`src/rtl/edge_det_pkg.sv`:
```
// Shared types and helpers for the multi-channel edge detector.
// Pure declarations: no logic, no latency, no backpressure.
package edge_det_pkg;

   typedef enum logic [1:0] {
      EDGE_OFF  = 2'b00,
      EDGE_RISE = 2'b01,
      EDGE_FALL = 2'b10,
      EDGE_BOTH = 2'b11
   } edge_mode_e;

   localparam int MAX_SYNC_STAGES = 4;

   function automatic int cnt_width(input int d);
      return (d <= 2) ? 1 : $clog2(d);
   endfunction

endpackage

```
`src/rtl/edge_det_channel.sv`:
```
// One channel: sync chain, debounce filter, edge strobes and a sticky pending flag.
// Level/strobe at edge SYNC_STAGES+DEBOUNCE_CYCLES-1 after input change; no backpressure.
module edge_det_channel
   import edge_det_pkg::*;
#(
   parameter int   SYNC_STAGES     = 2,
   parameter int   DEBOUNCE_CYCLES = 1,
   parameter logic RESET_LEVEL     = 1'b0
) (
   input  logic       clk_i,
   input  logic       rst_ni,
   input  logic       d_i,
   input  edge_mode_e mode_i,
   input  logic       clr_i,
   output logic       level_o,
   output logic       posedge_stb_o,
   output logic       negedge_stb_o,
   output logic       evt_stb_o,
   output logic       evt_pend_o
);

   localparam int            CW       = cnt_width(DEBOUNCE_CYCLES);
   localparam logic [CW-1:0] CNT_LAST = CW'(DEBOUNCE_CYCLES - 1);

   logic          s;
   logic [CW-1:0] cnt_q;
   logic          level_q;
   logic          pos_q;
   logic          neg_q;
   logic          pend_q;
   logic          accept;
   logic          rise_en;
   logic          fall_en;

   generate
      if (SYNC_STAGES == 0) begin : g_nosync
         assign s = d_i;
      end else begin : g_sync
         logic [SYNC_STAGES-1:0] sync_q;
         always_ff @(posedge clk_i or negedge rst_ni) begin
            if (!rst_ni) begin
               sync_q <= {SYNC_STAGES{RESET_LEVEL}};
            end else begin
               sync_q <= (sync_q << 1) | SYNC_STAGES'(d_i);
            end
         end
         assign s = sync_q[SYNC_STAGES-1];
      end
   endgenerate

   // A new value is taken once it has differed from the level for DEBOUNCE_CYCLES edges.
   assign accept  = (s != level_q) && (cnt_q == CNT_LAST);
   assign rise_en = (mode_i == EDGE_RISE) || (mode_i == EDGE_BOTH);
   assign fall_en = (mode_i == EDGE_FALL) || (mode_i == EDGE_BOTH);

   always_ff @(posedge clk_i or negedge rst_ni) begin
      if (!rst_ni) begin
         cnt_q   <= '0;
         level_q <= RESET_LEVEL;
         pos_q   <= 1'b0;
         neg_q   <= 1'b0;
         pend_q  <= 1'b0;
      end else begin
         pos_q  <= accept & s;
         neg_q  <= accept & ~s;
         pend_q <= evt_stb_o | (pend_q & ~clr_i);
         if (s == level_q) begin
            cnt_q <= '0;
         end else if (accept) begin
            level_q <= s;
            cnt_q   <= '0;
         end else begin
            cnt_q <= cnt_q + 1'b1;
         end
      end
   end

   assign level_o       = level_q;
   assign posedge_stb_o = pos_q;
   assign negedge_stb_o = neg_q;
   assign evt_stb_o     = (pos_q & rise_en) | (neg_q & fall_en);
   assign evt_pend_o    = pend_q;

endmodule

```
`src/rtl/edge_detector_multi.sv`:
```
// CH_NUM independent debounced edge detectors with a combined event strobe.
// Latency SYNC_STAGES+DEBOUNCE_CYCLES-1 edges per channel; no backpressure, strobes are one-shot.
module edge_detector_multi
   import edge_det_pkg::*;
#(
   parameter int   CH_NUM          = 4,
   parameter int   SYNC_STAGES     = 2,
   parameter int   DEBOUNCE_CYCLES = 1,
   parameter logic RESET_LEVEL     = 1'b0
) (
   input  logic                    clk_i,
   input  logic                    rst_ni,
   input  logic       [CH_NUM-1:0] d_i,
   input  edge_mode_e [CH_NUM-1:0] mode_i,
   input  logic       [CH_NUM-1:0] clr_i,
   output logic       [CH_NUM-1:0] level_o,
   output logic       [CH_NUM-1:0] posedge_stb_o,
   output logic       [CH_NUM-1:0] negedge_stb_o,
   output logic       [CH_NUM-1:0] evt_stb_o,
   output logic       [CH_NUM-1:0] evt_pend_o,
   output logic                    any_evt_o
);

   generate
      if (CH_NUM < 1) begin : g_bad_ch
         $fatal(1, "edge_detector_multi: CH_NUM must be >= 1");
      end
      if (DEBOUNCE_CYCLES < 1) begin : g_bad_deb
         $fatal(1, "edge_detector_multi: DEBOUNCE_CYCLES must be >= 1");
      end
      if (SYNC_STAGES < 0 || SYNC_STAGES > MAX_SYNC_STAGES) begin : g_bad_sync
         $fatal(1, "edge_detector_multi: SYNC_STAGES must be 0..4");
      end
   endgenerate

   for (genvar gi = 0; gi < CH_NUM; gi++) begin : g_ch
      edge_det_channel #(
         .SYNC_STAGES     (SYNC_STAGES),
         .DEBOUNCE_CYCLES (DEBOUNCE_CYCLES),
         .RESET_LEVEL     (RESET_LEVEL)
      ) u_ch (
         .clk_i         (clk_i),
         .rst_ni        (rst_ni),
         .d_i           (d_i[gi]),
         .mode_i        (mode_i[gi]),
         .clr_i         (clr_i[gi]),
         .level_o       (level_o[gi]),
         .posedge_stb_o (posedge_stb_o[gi]),
         .negedge_stb_o (negedge_stb_o[gi]),
         .evt_stb_o     (evt_stb_o[gi]),
         .evt_pend_o    (evt_pend_o[gi])
      );
   end

   assign any_evt_o = |evt_stb_o;

endmodule

```
`config.mk`:
```
export PLATFORM = sky130hd
export DESIGN_NAME = edge_detector_multi
export DESIGN_NICKNAME = d
export VERILOG_FILES = /design/src/rtl/edge_det_pkg.sv /design/src/rtl/edge_det_channel.sv /design/src/rtl/edge_detector_multi.sv
export SDC_FILE = /design/constraint.sdc
export NUM_CORES = 1
export LEC_CHECK = 0
export BUFFER_PORTS_ARGS = -buffer_cell sky130_fd_sc_hd__clkbuf_2
export CORE_MARGIN = 2
export CORE_UTILIZATION = 41
export CTS_BUF_LIST = sky130_fd_sc_hd__clkbuf_16
export DETAILED_ROUTE_END_ITERATION = 10
export PLACE_DENSITY = 0.67
export SYNTH_ARGS = -nofsm -noshare
export SYNTH_HDL_FRONTEND = slang
export SYNTH_SLANG_ARGS = --single-unit
```
`constraint.sdc`:
```
create_clock -name clk_i -period 0.9 [get_ports clk_i]
set_input_delay 0.09 -clock clk_i [delete_from_list [all_inputs] [get_ports clk_i]]
set_output_delay 0.09 -clock clk_i [all_outputs]
set_load 0.005 [all_outputs]
```
### Word level (Yosys, flattened, before mapping)

Index checks and enable logic that the tools add are counted.
W data, S select, Z words.

* RAM bits: 0
* bits of input ports: 18
* bits in registers: 28
* ROM bits: 0
* latch bits: 0
* output and inout bits: 21
* memories kept: 0
* logic and storage cells: 121

* multiply operators: 0
* add/subtract/negate cells: 4
* bitwise logic cells: 48
* eq/ne operators: 20
* div/mod/pow operators: 0
* $lt $le $gt $ge: 0
* reductions and logical operators: 17
* mux-type cells: 8
* shift operators: 0

Operators with widths (count)
* $and A1 B1 Y1: 20
* $eq A2 B2 Y1 const B: 8
* $not A1 Y1: 16
* $eq A2 B1 Y1 const B: 4
* $logic_or A1 B1 Y1: 8
* $mux W1: 8
* $or A1 B1 Y1: 8
* $or A2 B1 Y2: 4
* $reduce_and A2 Y1: 4
* $add A1 B1 Y1 const B: 4
* $eq A1 B1 Y1: 4
* $logic_and A1 B1 Y1: 4
* $ne A1 B1 Y1: 4
* $reduce_or A4 Y1: 1

### Depth between registers and ports, before layout

Gate-level depths: netlist (run 1).

* word-level depth: 5
* depth in mapped cells: 3
* mapped depth without buffers: 2

### Modules after synthesis

Synthesis (run 1) repeated with hierarchy kept, for this count alone.

* cells, all modules: 65
* area total of the unflattened synthesis: 903.4 um^2

By module, submodules not included
* edge_det_channel: times used 4, sequential area each 175.2 um^2, cells each 16, area an instance 224.0 um^2
* edge_detector_multi: times used 1, sequential area each 0.0 um^2, cells each 1, area an instance 7.5 um^2

### Worst setup path after synthesis (run 1)

No wires, ideal clock.

* kind: register to output
* start: register g_ch[1].u_ch.pos_q
* end: output port evt_stb_o[1]
* path buffers: 1
* data required time: 810 ps
* cell stages (with the launch flop): 4
* slack: 68 ps
* arrival time: 742 ps
* cells stage by stage: dfrtp_1 a22oi_2 inv_1 buf_4

* cells in the longest elaborated chain, start to end: 2

Ends and longest elaborated chain
* start, declared: line edge_det_channel.sv:28 `logic pos_q;`
* start signal, assigned: line edge_det_channel.sv:64 `pos_q <= accept & s;`
* $and A1 B1 Y1: line edge_det_channel.sv:81 `assign evt_stb_o = (pos_q & rise_en) | (neg_q & fall_en);`
* $or A1 B1 Y1: line edge_det_channel.sv:81
* end, declared: line edge_detector_multi.sv:19 `output logic [CH_NUM-1:0] evt_stb_o,`

No other way between the ends.

### Final worst setup path (run 1)

* start: register g_ch[0].u_ch.neg_q
* end: output port any_evt_o

* cells in the longest elaborated chain, start to end: 3

Ends and longest elaborated chain
* start, declared: line edge_det_channel.sv:29 `logic neg_q;`
* start signal, assigned: line edge_det_channel.sv:65 `neg_q <= accept & ~s;`
* $and A1 B1 Y1: line edge_det_channel.sv:81
* $or A1 B1 Y1: line edge_det_channel.sv:81
* $reduce_or A4 Y1: line edge_detector_multi.sv:55 `assign any_evt_o = |evt_stb_o;`
* end, declared: line edge_detector_multi.sv:21 `output logic any_evt_o`

No other way between the ends.

==> summary.txt, run 1 <==
Run status
  • Status: complete, but fails checks
  • Failing checks: setup timing

Floorplanning
  • # IOs: 39
  • Initial Utilization: 43.2%
  • Die Ht: 54.9 um
  • Chip Width: 54.9 um
  • Core box area: 2450 um^2
  • DIE AREA: 3010 um^2
  • # rows: 18

Setup path
  • Setup Crit Path Kind: register to output pin
  • Critical Path Sink: any_evt_o
  • Worst reg2reg endpoint: g_ch[0].u_ch.evt_pend_o
  • Reg2reg start: g_ch[0].u_ch.negedge_stb_o
  • Startpoint Class: register
  • Setup crit end kind: output pin
  • Critical Path AT: 1.09 ns
  • Worst path required time: 0.81 ns
  • Reg2Reg Setup Slack: 0.08 ns
  • Reg2Reg Depth: 2
  • Critical path origin: g_ch[0].u_ch.negedge_stb_o
  • Largest fanout on the critical path: 3

Timing
  • Max-slew violations: 0
  • Endpoints failing setup: 7
  • Count of final hold-check violations: 0
  • Fmax: 0.848 GHz
  • Final min period: 1.18 ns
  • Final Worst Setup Slack: -0.279 ns
  • Final TNS setup: -1.21 ns
  • Hold WS: 0.00710 ns
  • RSZ-0062 raised after global routing: yes
  • Worst clock skew: 0.00113 ns
  • Crit share post-route: 131%

Yosys
  • Gate Count Post-Synth: 86
  • Synthesized cell area: 1060 um^2
  • Cell variety after synth: 11
  • #FFs+latches synth: 28
  • Syn_area_per_cell: 12.3 um^2
  • YS warnings: 0
  • Yosys top cell by area: dfrtp_1
  • Register area share after synthesis: 66.0%
  • Most area-consuming cells after synthesis: dfrtp_1, buf_4, a22oi_2
  • Share of the synthesized area in the top cell type: 66.0%

Pwr
  • Net Sw Frac: 20.3%
  • Seq pwr share: 53.0%
  • Peak supply drop: 1.20 mV
  • Combinational Power Share: 10.8%
  • Clock Power Share: 36.3%
  • Pwr dens: 1910 nW/um^2
  • P_leak: 0.744 nW
  • Internal: 2.09 mW
  • Switch Pwr: 533 uW

CTS
  • H-Tree Level Count: 1
  • TritonCTS sink count: 28
  • Clock transition at the registers of the reported paths: 0.06 ns
  • Clock tree buffer depth: 2
  • Clock Latency Late Sink: 0.25 ns
  • CTS tree: done
  • Num CTS Buffers: 3
  • Root buf cell: clkbuf_16

Routing
  • Vias: 672
  • DRC marker count from the first detailed-route iteration: 4
  • Post-DRT Antenna Nets: 0
  • Vias/cell: 4.39
  • Pre-antenna DRT Iters: 4
  • DRT Wirelength: 1690 um
  • Post-DR wirelength/cell: 11.0 um
  • DRC viols: 0

Cells and area
  • Area delta synth->final: 29.4%
  • Share of layout cells above drive strength 1: 41.5%
  • FF/Latch Area: 701 um^2
  • # diodes: 0
  • Final non-filler cell total: 153
  • Final #Nets: 143
  • Fill cells: 203
  • Fin util: 55.9%
  • Multi-input gate area: 191 um^2

Place
  • Post-Place Setup Slack: -0.0409 ns
  • RD Place Congestion: 0.654
  • Placed cells: 140
  • HPWL after detailed placement: 1270 um
  • Port bufs: 38

Global route
  • Initial antenna violation count: 0
  • Vias in the first global route: 563
  • Largest net degree at the start of global routing: 18
  • Gr usage total: 11.4%
  • Grt total ovfl: 0
  • First-pass GRT wire length: 2370 um

Hold path
  • Tightest Hold Check Type: input pin to register
  • HP Start: clr_i[0]

Flow run
  • # Max-Cap Violations: 0
==> state kept, by name (all words and copies together) (netlist names) <==
signal                   cells
g_ch.u_ch.cnt_q              4
g_ch.u_ch.evt_pend_o         4
g_ch.u_ch.g_sync.sync_q      8
g_ch.u_ch.level_o            4
g_ch.u_ch.negedge_stb_o      4
g_ch.u_ch.posedge_stb_o      4
==> layout by cell type (no fill, tap or decap) <==
master	synthesis	layout
a22oi_2	4	4
buf_12	0	1
buf_4	20	3
buf_6	0	4
clkbuf_16	0	3
clkbuf_2	0	36
conb_1	1	4
dfrtp_1	28	28
dlygate4sd3_1	0	7
inv_1	8	8
nand2_1	8	8
nand2b_1	4	4
nand4_1	1	1
nor2_1	4	4
nor3b_1	4	4
o21ai_1	4	4
==> cell usage after synthesis <==
library cell,n
nor2_1,4
nand2b_1,4
o21ai_1,4
inv_1,8
nand2_1,8
dfrtp_1,28
nor3b_1,4
nand4_1,1
a22oi_2,4
conb_1,1
buf_4,20
==> worst max-delay path: stages, from the launching register on <==
cell and delay (ns):
dfrtp_1 0.40, a22oi_2 0.21, nand4_1 0.11, clkbuf_2 0.13
==> worst min-delay path by stage <==
stage	to	slack (ns)	cells after the start
2_1_floorplan	g_ch[0].u_ch.cnt_q	-0.21	0
3_3_place_gp	g_ch[3].u_ch.g_sync.sync_q[0]	-0.002	1
3_5_place_dp	g_ch[3].u_ch.g_sync.sync_q[0]	0.01	1
4_1_cts	g_ch[2].u_ch.evt_pend_o	0.003	2
5_1_grt	g_ch[2].u_ch.evt_pend_o	0.0008	2
6_report	g_ch[0].u_ch.evt_pend_o	0.007	2
==> per-stage QoR <==
step	instance area, um^2	power (mW)
2_1_floorplan	1070	1.56
3_3_place_gp	1180	1.64
3_5_place_dp	1180	1.65
4_1_cts	1330	2.64
5_1_grt	1370	2.75
6_report	1370	2.62
==> kinds of logic after synthesis <==
group,count (synthesis),synth area share [%]
AO/OA/AOI/OAI,8,6.60
other,1,0.353
AND/OR/NAND/NOR,21,10.0
buffers and inverters,28,17.0
flip-flops,28,66.0
==> cell type report <==
class,count,area share [%]
Tap cell,30,2.73
Sequential cell,28,51.0
Multi-Input combinational cell,33,13.9
Inverter,8,2.19
Clock buffer,3,5.47
Timing Repair Buffer,51,24.6
==> repair_timing <==
item | in CTS | in global routing
hold buffers | 7 | 0
pin swaps | 4 | 0
hold endpoints to repair | 17 | 0
setup buffers | 1 | 3
gates resized for setup | 0 | 4
setup endpoints to repair | 7 | 9
==> routing by layer <==
layer / GRT usage (%) / vias to the layer above / part of all wire [%]
met1: 13.9 / 327 / 38
li1: - / 323 / -
met5: 0 / - / 0
met2: 20.0 / 20 / 57
met3: 2.46 / 2 / 4.4
met4: 3.75 / 0 / 1.0
==> power by group through the flow <==
stage | combinational (mW) | sequential (mW) | clock, mW
after floorplan | 0.164 | 1.40 | 0
after global placement | 0.233 | 1.40 | 0
after detailed placement | 0.238 | 1.41 | 0
after CTS | 0.262 | 1.39 | 0.988
after global routing | 0.318 | 1.40 | 1.04
final | 0.283 | 1.39 | 0.951
No activity file was read; power rests on OpenSTA's default activity.
==> inputs of run 2 (changes only) <==
GPL_ROUTABILITY_DRIVEN = 1   (was default)
REMOVE_ABC_BUFFERS = 1   (was default)
==> run 2 against run 1 <==
The run still ends with setup timing left. Sequential share of layout area increased by 1.1 points. Non-clock buffer count unchanged. Worst hold slack got worse by 0.0069 ns. Highest routed layer unchanged. Largest power group unchanged. Clock-buffer cell count unchanged. Total power about the same.
==> summary.txt, run 2 (synthesis gave the netlist of run 1 again) <==
Place
  • Port bufs: 38
  • Placed cells: 139
  • RD Place Congestion: 0.731
  • HPWL after detailed placement: 1290 um

Routing
  • Vias/cell: 4.25
  • Post-DRT Antenna Nets: 0
  • DRC marker count from the first detailed-route iteration: 1
  • Vias: 650
  • DRC viols: 0
  • DRT Wirelength: 1700 um
  • Pre-antenna DRT Iters: 4
  • Post-DR wirelength/cell: 11.1 um

Setup path
  • Critical path buffers and inverters: 1
  • Cell Chain, Critical Path: a22oi_2 -> nand4_1 -> clkbuf_2
  • Critical Path AT: 1.10 ns
  • CP top delay family: flip-flops
  • Worst path required time: 0.81 ns
  • Slowest stage delay, CP: 0.39 ns
  • Reg2Reg Depth: 2
  • Worst reg2reg endpoint: g_ch[3].u_ch.evt_pend_o
  • Slowest-stage cell, CP: dfrtp_1
  • Setup Crit Path Kind: register to output pin
  • Reg2Reg Setup Slack: 0.08 ns
  • Setup crit end kind: output pin
  • Largest fanout on the critical path: 3
  • Reg2reg start: g_ch[3].u_ch.posedge_stb_o
  • Startpoint Class: register

CTS
  • H-Tree Level Count: 1
  • Num CTS Buffers: 3
  • CTS tree: done
  • Clock Latency Late Sink: 0.26 ns
  • CTS resizes: 0
  • Clock transition at the registers of the reported paths: 0.06 ns
  • TritonCTS sink count: 28
  • Root buf cell: clkbuf_16
  • Clock tree buffer depth: 2

Global route
  • Largest net degree at the start of global routing: 29
  • First-pass GRT wire length: 2460 um
  • Vias in the first global route: 592
  • Initial antenna violation count: 0
  • Gr usage total: 12.3%
  • Grt total ovfl: 0

Pwr
  • Peak supply drop: 1.33 mV
  • P_leak: 0.734 nW
  • Pwr dens: 1950 nW/um^2

Hold path
  • HP Start: clr_i[0]
  • WHS Path Cells: 2
  • Tightest Hold Check Type: input pin to register
  • Worst Hold End: g_ch[0].u_ch.evt_pend_o

Floorplanning
  • DIE AREA: 3010 um^2
  • Core box area: 2450 um^2
  • # IOs: 39
  • # rows: 18
  • Die Ht: 54.9 um
  • Chip Width: 54.9 um
  • Initial Utilization: 43.2%

Cells and area
  • Area delta synth->final: 26.5%
  • Largest register by flop count: g_ch.u_ch.g_sync.sync_q
  • Commonest non-fill, non-tap cell in the layout: clkbuf_2
  • Share of layout cells above drive strength 1: 40.7%
  • Final #Nets: 143
  • Fin util: 54.7%
  • Final non-filler cell total: 153
  • Fill cells: 221
  • Largest register FFs: 8
  • # diodes: 0
  • Most frequent cells in the layout: clkbuf_2, dfrtp_1, inv_1, nand2_1, dlygate4sd3_1

Timing
  • Count of final hold-check violations: 0
  • Final Worst Setup Slack: -0.289 ns
  • Worst clock skew: 0.00118 ns
  • Fmax: 0.841 GHz
  • Crit share post-route: 132%
  • RSZ-0062 raised after global routing: yes
  • Max-slew violations: 0
  • Final min period: 1.19 ns
  • Endpoints failing setup: 6

Run status
  • Failing checks: setup timing
  • Status: complete, but fails checks

Flow run
  • # Max-Cap Violations: 0
-- run 2: routing by layer --
| metal | global-route usage (%) | vias to the layer above | share of wire, % |
|---|---|---|---|
| li1 | - | 320 | - |
| met1 | 13.6 | 303 | 36 |
| met2 | 20.0 | 20 | 54 |
| met3 | 3.55 | 7 | 6.5 |
| met4 | 8.75 | 0 | 3.6 |
| met5 | 0 | - | 0 |
-- run 2: worst max path at each step --
stage | to | startpoint | cells past startpoint
6_report | any_evt_o | g_ch[2].u_ch.posedge_stb_o | 3
5_1_grt | any_evt_o | g_ch[3].u_ch.posedge_stb_o | 3
4_1_cts | any_evt_o | g_ch[3].u_ch.posedge_stb_o | 3
3_5_place_dp | any_evt_o | g_ch[2].u_ch.posedge_stb_o | 3
3_3_place_gp | any_evt_o | g_ch[3].u_ch.posedge_stb_o | 3
2_1_floorplan | any_evt_o | g_ch[3].u_ch.posedge_stb_o | 2
-- run 2: power breakdown --
group | switching (mW) | internal (mW) | leakage [nW]
Sequential | 0.0472 | 1.34 | 0.348
Clock | 0.382 | 0.589 | 0.0370
Combinational | 0.119 | 0.149 | 0.348
-- run 2: what timing repair did --
action / 4_1_cts / 5_1_grt
gates cloned: 0 / 0
pin swaps: 4 / 0
setup endpoints to repair: 6 / 10
endpoints found under the hold margin: 35 / 0
hold buffers: 8 / 0
buffers inserted: 0 / 3
-- run 2: cell type report --
class | instances | area (um^2) | share of cell area (%)
timing repair buffer | 51 | 308 | 22.9
sequential | 28 | 701 | 52.2
inverter | 8 | 30.0 | 2.24
multi-input combinational | 33 | 191 | 14.3
clock buffer | 3 | 75.1 | 5.59
tap | 30 | 37.5 | 2.80
-- run 2: metrics by stage --
step / setup slack, ns / hold slack [ns] / area, um^2 / TNS (ns) / power (mW)
after floorplan: 0.0981 / -0.206 / 922 / 0 / 1.48
final: -0.289 / 0.000211 / 1340 / -1.21 / 2.62
after global routing: -0.350 / 0.000706 / 1340 / -1.55 / 2.74
after detailed placement: -0.0571 / 0.110 / 1160 / -0.0571 / 1.64
after global placement: -0.0388 / 0.0970 / 1160 / -0.0388 / 1.63
after CTS: -0.312 / 0.00299 / 1320 / -1.32 / 2.64
==> inputs of run 3 (changes only) <==
PLACE_DENSITY = 0.7   (was 0.67)
SYNTH_HIERARCHICAL = 1   (was default)
==> run 3 against run 2 <==
The flow still finishes with violations (setup timing). Sequential share of layout area increased by 1.1 points. Cell area fell by 2.1%. Wire length shrank 15%. First-iteration DRC count increased to 4.0 times the previous value.
==> summary.txt, run 3 <==
Run status
  • Status: complete, but fails checks
  • Failing checks: setup timing

Cells and area
  • Fin util: 65.0%
  • Share of layout cells above drive strength 1: 40.3%
  • Multi-input gate area: 188 um^2
  • Area delta synth->final: 45.6%
  • Most frequent cells in the layout: clkbuf_2, dfrtp_1, nand2_1, buf_4, dlygate4sd3_1
  • FF/Latch Area: 701 um^2
  • Largest register by flop count: g_ch.u_ch/g_sync.sync_q
  • Fin area: 1320 um^2
  • # diodes: 0
  • Fill cells: 154
  • Largest register FFs: 8
  • Commonest non-fill, non-tap cell in the layout: clkbuf_2
  • Final #Nets: 138

Routing
  • Vias/cell: 4.38
  • DRC marker count from the first detailed-route iteration: 4
  • Post-DRT Antenna Nets: 0
  • Vias: 639
  • DRT Wirelength: 1440 um
  • Pre-antenna DRT Iters: 4
  • Post-DR wirelength/cell: 9.83 um
  • DRC viols: 0

Yosys
  • Synthesized cell area: 903 um^2
  • #FFs+latches synth: 28
  • Register area share after synthesis: 77.6%
  • Yosys top cell by area: dfrtp_1
  • Number of synthesized flops with an enable pin: 0
  • Commonest cells post-synth: dfrtp_1, nand2_1
  • Async SR Flop Fraction: 100%
  • Count leader, synth: dfrtp_1
  • Syn_area_per_cell: 13.9 um^2
  • Share of the synthesized area in the top cell type: 77.6%
  • Most area-consuming cells after synthesis: dfrtp_1, a22o_1, a21o_1
  • Ys flop type: dfrtp_1
  • YS warnings: 6
  • Cell variety after synth: 10
  • Gate Count Post-Synth: 65

Timing
  • Fmax: 0.640 GHz
  • Endpoints failing setup: 8
  • Final Worst Setup Slack: -0.663 ns
  • Final min period: 1.56 ns
  • Count of final hold-check violations: 0
  • Max-slew violations: 0
  • Crit share post-route: 174%
  • RSZ-0062 raised after global routing: yes
  • Worst clock skew: 0.00235 ns

Floorplanning
  • DIE AREA: 2590 um^2
  • Chip Width: 50.9 um
  • Initial Utilization: 44.7%
  • # rows: 16
  • Die Ht: 50.9 um
  • Core box area: 2020 um^2
  • # IOs: 39

Hold path
  • WHS Path Cells: 3
  • Tightest Hold Check Type: input pin to register

Setup path
  • Reg2Reg Setup Slack: -0.10 ns
  • Startpoint Class: register
  • Critical Path AT: 1.47 ns
  • Setup Crit Path Kind: register to output pin
  • Worst path required time: 0.81 ns
  • Reg2Reg Depth: 3
  • Largest fanout on the critical path: 2
  • Setup crit end kind: output pin

Global route
  • Initial antenna violation count: 0
  • Gr usage total: 12.7%
  • Grt total ovfl: 0
  • Vias in the first global route: 575
  • Largest net degree at the start of global routing: 29
  • First-pass GRT wire length: 2370 um

CTS
  • Clock Latency Late Sink: 0.26 ns
  • Clock transition at the registers of the reported paths: 0.06 ns
  • TritonCTS sink count: 28
  • Num CTS Buffers: 3
  • CTS tree: done
  • Root buf cell: clkbuf_16
  • H-Tree Level Count: 1
  • Clock tree buffer depth: 2

Pwr
  • Power, Total: 2.60 mW
  • Peak supply drop: 1.11 mV
  • P_leak: 0.749 nW
  • Pwr dens: 1980 nW/um^2

Place
  • HPWL after detailed placement: 1130 um
  • Port bufs: 38
  • RD Place Congestion: 0.622
  • DP Area: 1150 um^2
  • Post-Place Setup Slack: -0.438 ns

Flow run
  • # Max-Cap Violations: 0
run 3: changes by cell type in the layout (fill, tap and decap cells not counted), sizes merged:
cell / before / now
clkbuf: 41 / 40
a21o: 0 / 4
clkinv: 0 / 1
inv: 8 / 4
nand4: 1 / 0
o21ai: 4 / 0
or4: 0 / 1
a22oi: 4 / 0
a22o: 0 / 4
buf: 5 / 8
dlygate4sd3: 8 / 5
run 3: kinds of logic after synthesis:
group	after synthesis	synth area share, %
buf+inv	4	1.66
flops	28	77.6
simple gates	21	11.9
compound gates	8	7.20
other cells	4	1.66
run 3: critical path: stages, from the launching register on:
cell and delay (ns):
dfrtp_1 0.37, a22o_1 0.22, or4_1 0.51, clkbuf_2 0.12
run 3: cell type report:
class / instances / area share, %
Tap cell: 27 / 2.57
Clock inverter: 1 / 0.285
Clock buffer: 3 / 5.71
Sequential cell: 28 / 53.3
Inverter: 4 / 1.14
Timing Repair Buffer: 50 / 22.7
Multi-Input combinational cell: 33 / 14.3
run 3: through the flow:
step	hold WS [ns]	instances	setup TNS (ns)
floorplan	-0.206	65	-0.353
global placement	0.0990	133	-0.554
detailed placement	0.107	133	-0.735
CTS	0.0802	143	-1.84
global route	0.0865	146	-2.32
finish	0.0818	146	-1.92
run 3: per-layer routing:
| layer | share of wire (%) | track usage (%) | wire [um] |
|---|---|---|---|
| met5 | 0 | 0 | 0 |
| met4 | 2.9 | 9.46 | 41 |
| met3 | 8.0 | 2.92 | 115 |
| met2 | 47 | 20.8 | 676 |
| met1 | 42 | 14.5 | 601 |
run 3: final timing paths:
kind                                               start                       endpoint
setup / recovery              g_ch[0].u_ch/posedge_stb_o                      any_evt_o
hold / removal                                  clr_i[0]        g_ch[0].u_ch/evt_pend_o
setup reg to reg              g_ch[1].u_ch/posedge_stb_o        g_ch[1].u_ch/evt_pend_o
hold reg to reg            g_ch[2].u_ch/g_sync.sync_q[0]  g_ch[2].u_ch/g_sync.sync_q[1]
max in group asynchronous                         rst_ni     g_ch[1].u_ch/posedge_stb_o
min in group asynchronous                         rst_ni             g_ch[2].u_ch/cnt_q
run 3: what timing repair did:
action / in CTS / in global routing
hold buffers: 5 / 0
endpoints found under the hold margin: 32 / 0
endpoints found under the setup margin: 9 / 13
pin swaps: 5 / 0
setup buffers: 3 / 4
gates resized for setup: 0 / 1
run 3: report_power, final:
| part | switching, mW | total (mW) | internal, mW |
|---|---|---|---|
| clock network | 0.367 | 0.960 | 0.594 |
| registers | 0.0441 | 1.38 | 1.34 |
| logic | 0.107 | 0.259 | 0.152 |
